## src/rtl/uart_msg_pkg.sv

```systemverilog
// ---------------------------------------------------------------------------
// uart_msg_pkg
// Shared constants and helpers for the UART message formatter.
//   - ASCII bytes used in every frame (':' CR LF and the '0' digit base)
//   - frame lengths with and without the optional checksum
//   - FSM state encoding for uart_msg_tx
//   - bcd_adjust: the "add 3 to any nibble >= 5" step of double dabble
//   - hex_ascii : nibble to uppercase ASCII hex character
// Optional feature macro used by the consumers: UART_MSG_CHECKSUM_EN
// ---------------------------------------------------------------------------
package uart_msg_pkg;

   localparam logic [7:0] COLON = 8'h3A;
   localparam logic [7:0] CR    = 8'h0D;
   localparam logic [7:0] LF    = 8'h0A;
   localparam logic [7:0] ZERO  = 8'h30;

   localparam int FRAME_LEN_PLAIN = 8;
   localparam int FRAME_LEN_CSUM  = 10;

   localparam logic [2:0] ST_IDLE  = 3'd0;
   localparam logic [2:0] ST_CONV  = 3'd1;
   localparam logic [2:0] ST_START = 3'd2;
   localparam logic [2:0] ST_WAIT  = 3'd3;
   localparam logic [2:0] ST_DONE  = 3'd4;

   // Each BCD nibble that is 5 or more gets 3 added so that the following
   // left shift carries correctly into the next decimal digit.
   function automatic logic [15:0] bcd_adjust(input logic [15:0] v);
      logic [15:0] r;
      r = v;
      for (int i = 0; i < 4; i++) begin
         if (v[4*i +: 4] >= 4'd5) begin
            r[4*i +: 4] = v[4*i +: 4] + 4'd3;
         end
      end
      return r;
   endfunction

   // 0-9 map to '0'-'9', 10-15 map to 'A'-'F'.
   function automatic logic [7:0] hex_ascii(input logic [3:0] n);
      logic [7:0] r;
      if (n < 4'd10) begin
         r = 8'h30 + {4'h0, n};
      end else begin
         r = 8'h37 + {4'h0, n};
      end
      return r;
   endfunction

endpackage

```

## src/rtl/uart_msg_tx_bin2bcd_seq.sv

```systemverilog
// ---------------------------------------------------------------------------
// bin2bcd_seq
// Sequential shift-add-3 (double dabble) binary to 4-digit BCD converter.
// A start pulse while idle loads the input; exactly VAL_W shift steps
// follow, one per clock. done is high during the final step's cycle, so bcd
// holds the finished result from the cycle after done onward and keeps it
// until the next start.
// Ports:
//   clk, rst   clock, synchronous active-high reset
//   start      load request (ignored while busy)
//   bin        VAL_W-bit binary input, must be <= 9999
//   busy       conversion in progress
//   done       final shift step occurs at the coming edge
//   bcd        4 BCD digits, d3 in [15:12]
// ---------------------------------------------------------------------------
module bin2bcd_seq
   import uart_msg_pkg::*;
#(
   parameter int VAL_W = 14
) (
   input  logic             clk,
   input  logic             rst,
   input  logic             start,
   input  logic [VAL_W-1:0] bin,
   output logic             busy,
   output logic             done,
   output logic [15:0]      bcd
);

   localparam int CNT_W = $clog2(VAL_W + 1);

   logic [VAL_W-1:0] shift_q;
   logic [CNT_W-1:0] cnt;
   logic [15:0]      adj;

   assign adj  = bcd_adjust(bcd);
   assign done = busy && (cnt == CNT_W'(VAL_W - 1));

   // One adjust-then-shift step per cycle, MSB of the binary first.
   always_ff @(posedge clk) begin
      if (rst) begin
         shift_q <= '0;
         bcd     <= '0;
         cnt     <= '0;
         busy    <= 1'b0;
      end else if (start && !busy) begin
         shift_q <= bin;
         bcd     <= '0;
         cnt     <= '0;
         busy    <= 1'b1;
      end else if (busy) begin
         {bcd, shift_q} <= {adj, shift_q} << 1;
         cnt            <= cnt + CNT_W'(1);
         if (done) begin
            busy <= 1'b0;
         end
      end
   end

endmodule

```

## src/rtl/uart_msg_tx.sv

```systemverilog
// ---------------------------------------------------------------------------
// uart_msg_tx
// Formats and sends "<tag>:<d3><d2><d1><d0>\r\n" to a UART transmitter, one
// byte per tx_start/tx_done handshake. The value is clamped to MAX_VAL and
// converted to decimal with bin2bcd_seq.
// Optional feature macro UART_MSG_CHECKSUM_EN: when defined, two uppercase
// hex characters holding the XOR of tag, ':' and the four digit bytes are
// inserted before CR LF (10-byte frame).
// Ports:
//   clk, rst        clock, synchronous active-high reset
//   send            one-cycle request, taken only when idle
//   tag, value      frame contents, latched on accept
//   tx_busy         UART transmitter busy
//   tx_done         UART one-cycle byte-complete pulse
//   tx_start        one-cycle pulse launching tx_din
//   tx_din          registered byte for the UART
//   busy            frame in progress (accept until frame end)
//   frame_done      one-cycle pulse after the last byte completes
// ---------------------------------------------------------------------------
module uart_msg_tx
   import uart_msg_pkg::*;
#(
   parameter int VAL_W   = 14,
   parameter int MAX_VAL = 9999
) (
   input  logic             clk,
   input  logic             rst,
   input  logic             send,
   input  logic [7:0]       tag,
   input  logic [VAL_W-1:0] value,
   input  logic             tx_busy,
   input  logic             tx_done,
   output logic             tx_start,
   output logic [7:0]       tx_din,
   output logic             busy,
   output logic             frame_done
);

`ifdef UART_MSG_CHECKSUM_EN
   localparam int FRAME_LEN = FRAME_LEN_CSUM;
`else
   localparam int FRAME_LEN = FRAME_LEN_PLAIN;
`endif

   logic [2:0]       state;
   logic [7:0]       tag_q;
   logic [3:0]       idx;
   logic [VAL_W-1:0] sat_value;
   logic             accept;
   logic             conv_busy;
   logic             conv_done;
   logic [15:0]      bcd;
   logic [3:0]       load_sel;
   logic [7:0]       frame_byte;

   // Out-of-range readings are clamped silently.
   always_comb begin
      sat_value = value;
      if (value > VAL_W'(MAX_VAL)) begin
         sat_value = VAL_W'(MAX_VAL);
      end
   end

   assign accept = (state == ST_IDLE) && send && !conv_busy;

   // The converter register doubles as the latched copy of the value.
   bin2bcd_seq #(
      .VAL_W (VAL_W)
   ) u_bin2bcd (
      .clk   (clk),
      .rst   (rst),
      .start (accept),
      .bin   (sat_value),
      .busy  (conv_busy),
      .done  (conv_done),
      .bcd   (bcd)
   );

   // tx_din is loaded on the way into START: byte 0 when leaving CONV,
   // otherwise the byte after the one just completed.
   assign load_sel = (state == ST_CONV) ? 4'd0 : idx + 4'd1;

`ifdef UART_MSG_CHECKSUM_EN
   logic [7:0] csum;

   assign csum = tag_q ^ COLON ^ {4'h3, bcd[15:12]} ^ {4'h3, bcd[11:8]}
               ^ {4'h3, bcd[7:4]} ^ {4'h3, bcd[3:0]};

   always_comb begin
      frame_byte = 8'h00;
      case (load_sel)
         4'd0:    frame_byte = tag_q;
         4'd1:    frame_byte = COLON;
         4'd2:    frame_byte = ZERO | {4'h0, bcd[15:12]};
         4'd3:    frame_byte = ZERO | {4'h0, bcd[11:8]};
         4'd4:    frame_byte = ZERO | {4'h0, bcd[7:4]};
         4'd5:    frame_byte = ZERO | {4'h0, bcd[3:0]};
         4'd6:    frame_byte = hex_ascii(csum[7:4]);
         4'd7:    frame_byte = hex_ascii(csum[3:0]);
         4'd8:    frame_byte = CR;
         4'd9:    frame_byte = LF;
         default: frame_byte = 8'h00;
      endcase
   end
`else
   always_comb begin
      frame_byte = 8'h00;
      case (load_sel)
         4'd0:    frame_byte = tag_q;
         4'd1:    frame_byte = COLON;
         4'd2:    frame_byte = ZERO | {4'h0, bcd[15:12]};
         4'd3:    frame_byte = ZERO | {4'h0, bcd[11:8]};
         4'd4:    frame_byte = ZERO | {4'h0, bcd[7:4]};
         4'd5:    frame_byte = ZERO | {4'h0, bcd[3:0]};
         4'd6:    frame_byte = CR;
         4'd7:    frame_byte = LF;
         default: frame_byte = 8'h00;
      endcase
   end
`endif

   // Frame sequencer. tx_start and frame_done are single-cycle pulses that
   // default low every cycle; CONV leaves on the converter's final step so
   // the first START evaluation happens one edge later.
   always_ff @(posedge clk) begin
      if (rst) begin
         state      <= ST_IDLE;
         tag_q      <= 8'h00;
         idx        <= 4'd0;
         tx_start   <= 1'b0;
         tx_din     <= 8'h00;
         busy       <= 1'b0;
         frame_done <= 1'b0;
      end else begin
         tx_start   <= 1'b0;
         frame_done <= 1'b0;
         case (state)
            ST_IDLE: begin
               if (accept) begin
                  tag_q <= tag;
                  idx   <= 4'd0;
                  busy  <= 1'b1;
                  state <= ST_CONV;
               end
            end
            ST_CONV: begin
               if (conv_done) begin
                  idx    <= 4'd0;
                  tx_din <= frame_byte;
                  state  <= ST_START;
               end
            end
            ST_START: begin
               if (!tx_busy) begin
                  tx_start <= 1'b1;
                  state    <= ST_WAIT;
               end
            end
            ST_WAIT: begin
               if (tx_done) begin
                  if (idx == 4'(FRAME_LEN - 1)) begin
                     busy       <= 1'b0;
                     frame_done <= 1'b1;
                     state      <= ST_DONE;
                  end else begin
                     idx    <= idx + 4'd1;
                     tx_din <= frame_byte;
                     state  <= ST_START;
                  end
               end
            end
            ST_DONE: begin
               state <= ST_IDLE;
            end
            default: begin
               state <= ST_IDLE;
            end
         endcase
      end
   end

endmodule

```

## config.mk

```make
export PLATFORM = sky130hd
export DESIGN_NAME = uart_msg_tx
export DESIGN_NICKNAME = d
export VERILOG_FILES = /design/src/rtl/uart_msg_pkg.sv /design/src/rtl/uart_msg_tx_bin2bcd_seq.sv /design/src/rtl/uart_msg_tx.sv
export SDC_FILE = /design/constraint.sdc
export NUM_CORES = 1
export LEC_CHECK = 0
export ABC_AREA = 1
export CAP_MARGIN = 15
export CORE_ASPECT_RATIO = 0.7
export CORE_UTILIZATION = 50
export DETAILED_ROUTE_END_ITERATION = 12
export PLACE_DENSITY_LB_ADDON = 0.25
export SYNTH_ARGS = -nofsm -noshare
export SYNTH_HDL_FRONTEND = slang
export SYNTH_SLANG_ARGS = --single-unit
```

## constraint.sdc

```tcl
create_clock -name clk -period 1.6 [get_ports clk]
set_input_delay 0.32 -clock clk [delete_from_list [all_inputs] [get_ports clk]]
set_output_delay 0.32 -clock clk [all_outputs]
set_load 0.03 [all_outputs]
```

==> results.yml <==
status:
  status: "finished with violations"
  failed_checks: "negative setup slack"
yosys:
  synth_fa_ha_area_share_pct: 4.48
  synth.top_cells.by_count: "nand2_1 (122), dfxtp_1 (61), inv_1 (47)"
  synthTopCellsByArea: "dfxtp_1 (40%), nand2_1 (15%), a21oi_1 (7.3%)"
  synthXorXnorAreaFrac_pct: 2.28
  synth_top_family_by_area: "simple AND/OR/NAND/NOR gates"
  synth_ff_type: "dfxtp_1"
  syn_nets: 483
  synth_mux_area_share_pct: 0
  synth.top_cell.area_share_pct: 39.7
  ys_seq_elements: 61
  yosysMostFrequentCell: "nand2_1"
  synth_compound_area_share_pct: 17.0
  ys_types: 27
  synth_cells: 445
  synth-edff-count: 0
  syn_area_um2: 3080
  ys_warn_count: 0
  yosysTopAreaCell: "dfxtp_1"
  synth_seq_area_share_pct: 39.7
  synthArstFlopShare_pct: 0
  yosys.area_share.simple_pct: 28.2
  syn_avg_cell_area_um2: 6.91
detailed_routing:
  drtPass1Iterations: 5
  wl_mm: 8.07
  initialDrtViolationCount: 226
  drc: 0
  vias: 3230
  via_per_inst: 5.41
  detail-route-antenna-nets: 0
  wire_per_inst_um: 13.5
grt:
  grt_antenna_before_repair: 0
  grt_max_degree: 37
  grt_pass1_wl_mm: 12.6
  grt_pass1_vias: 2794
  overflow: 0
  track_usage_pct: 25.7
floorplanning:
  die_area_um2: 6470
  rows: 23
  ios: 38
  start_util_pct: 52.9
  fp.dieW_um: 95.7
  die_h_um: 67.6
  coreArea_um2: 5810
worst_hold_path:
  min_from: "tx_din[0]$_SDFFE_PP0P_"
  worstHoldPathType: "register to register"
  min_path_cells: 2
sta:
  finalWorstPathRequiredPeriod_ps: 1700
  slew_headroom_pct: 74.3
  setup_tns_ps: -558
  setup_viol: 12
  drv_slew: 0
  hold_viol: 0
  rsz0062_at_grt: "yes"
  timing.final.crit_share_pct: 106
  worstMarginPinSlew_ps: 385
  finClkSkew_ps: 11.2
  fin_ws_ps: -100
  max_clock_freq_ghz: 0.588
worst_setup_path:
  critical_path_arrival_ps: 1920
  worst_ep_required_time_ps: 1820
  regToRegSetupSlack_ps: -100
  criticalPathCategory: "register to register"
  path_max_fanout: 3
  path_cells: "inv_2 > ha_4 > nand4_1 > nand2_1 > nand2_2 > a21oi_4 > buf_4 > o21ai_2 > o21ai_1 > a21oi_1"
  setup.worst_path.start: "u_bin2bcd.cnt[1]$_SDFFE_PP0P_"
  timing.rr.start: "u_bin2bcd.cnt[1]$_SDFFE_PP0P_"
  slowest_stage: "dfxtp_2"
  rr_worst_depth: 10
  end_kind: "register"
  slowest_delay_ps: 330
  crit_path_start_kind: "register"
clocking:
  clock-sinks: 61
  cts_max_level: 3
  clock_latency_ps: 350
  clk_path_buf_depth: 2
  cts_tree: "done"
  clk_pin_slew_ps: 70
  cts_inserted_buffers: 9
  cts-hold-fix-buffers: 0
  root_buffer: "clkbuf_8"
place:
  port_buffers: 37
  gp_congestion: 0.858
  hpwl_mm: 5.62
finish:
  final-seq-area_um2: 1220
  drive_above_1_share_pct: 18.8
  multiInputGateArea_um2: 1750
  diodes: 0
  finish.utilization_pct: 70.6
  syn_to_final_growth_pct: 33.5
  nets: 555
  fillers: 509
power_and_ir_drop:
  cellPowerDensity_nw_per_um2: 1380
  leakage_uw: 0.00175
  irDropWorstVdd_mv: 0.613
run:
  drv_cap: 0
-- flip-flops by register name (all words and copies together), names as in the netlist, 3 cells and up --
signal             count
idx                    4
u_bin2bcd.bcd         16
u_bin2bcd.cnt          4
tag_q                  8
u_bin2bcd.shift_q     14
state                  3
tx_din                 8
-- stage by stage --
step / hold slack, ps / instance area, µm² / total power [µW] / instances / worst slack, ps
2_1_floorplan: 397 / 3080 / 3330 / 445 / 5.87
6_report: 460 / 4110 / 5660 / 597 / -100
4_1_cts: 463 / 3980 / 5400 / 595 / -37.6
3_3_place_gp: 454 / 3780 / 4180 / 578 / -100
5_1_grt: 481 / 4110 / 6020 / 597 / -194
3_5_place_dp: 455 / 3780 / 4240 / 578 / -177
-- area by class of cell --
| class | instances | share of cell area (%) |
|---|---|---|
| Clock buffer | 11 | 3.20 |
| Clock inverter | 5 | 0.671 |
| Inverter | 50 | 4.63 |
| Multi-Input combinational cell | 319 | 42.7 |
| Sequential cell | 61 | 29.8 |
| Tap cell | 75 | 2.29 |
| Timing Repair Buffer | 76 | 16.7 |
-- report_power, final --
group	leakage, µW	internal [µW]	switching (µW)
logic	0.00116	1020	1500
clock network	0.0000829	551	596
registers	0.000499	1790	199
total	0.00175	3370	2290
-- critical path: cells and delay by family (launching register included) --
family | cells | cell delay, ps
and+or+nand+nor | 3 | 480
adders and majority gates | 1 | 120
DFF | 1 | 330
AOI/OAI and AO/OA | 4 | 440
buffers and inverters | 2 | 210
-- worst paths after layout --
path                       endpoint
min          tx_din[0]$_SDFFE_PP0P_
max reg2reg   state[1]$_SDFFE_PP0P_
min reg2reg  tx_din[0]$_SDFFE_PP0P_
max           state[1]$_SDFFE_PP0P_
-- placed cells by master, fill, tap and decap left out, types with 2 or more instances in the layout --
| master | netlist | layout |
|---|---|---|
| nand2_1 | 122 | 117 |
| dfxtp_1 | 61 | 58 |
| inv_1 | 47 | 42 |
| a21oi_1 | 45 | 37 |
| buf_4 | 0 | 34 |
| clkdlybuf4s50_1 | 0 | 26 |
| nor2_1 | 31 | 24 |
| nand3_1 | 26 | 24 |
| o21ai_0 | 26 | 23 |
| a31oi_1 | 12 | 12 |
| nand4_1 | 11 | 11 |
| dlygate4sd2_1 | 0 | 11 |
| ha_1 | 11 | 9 |
| clkbuf_8 | 0 | 9 |
| o211ai_1 | 8 | 8 |
| inv_2 | 3 | 7 |
| a21oi_2 | 0 | 7 |
| nor2_2 | 1 | 6 |
| nor2_4 | 2 | 5 |
| nand2_2 | 0 | 4 |
| xor2_1 | 4 | 4 |
| xnor2_1 | 4 | 4 |
| nor3_1 | 5 | 4 |
| clkinv_2 | 0 | 4 |
| o21ai_1 | 2 | 3 |
| dfxtp_2 | 0 | 3 |
| buf_6 | 0 | 3 |
| nand3_4 | 0 | 2 |
| o21ai_2 | 1 | 2 |
| nand3b_1 | 2 | 2 |
| clkbuf_1 | 9 | 2 |
| buf_12 | 0 | 2 |
-- logic make-up after synthesis --
group / Yosys count
and+or+nand+nor: 203
AOI/OAI and AO/OA: 96
xor gates and xnor gates: 8
DFF: 61
adders and majority gates: 11
buffers and inverters: 66
-- timing repair --
item                                    4_1_cts  5_1_grt
gates resized for setup                      26       35
gates cloned                                  1        0
endpoints found under the setup margin       27       45
pin swaps                                     4        8
buffers inserted                              0        2
-- per-layer routing --
metal | track usage [%] | part of all wire [%] | vias to the layer above
met3 | 8.45 | 6.6 | 17
met4 | 6.72 | 1.6 | 0
met5 | 0 | 0 | -
met2 | 38.4 | 45 | 115
met1 | 35.5 | 46 | 1484
li1 | - | - | 1614
Power figures use the tool's default switching activity.
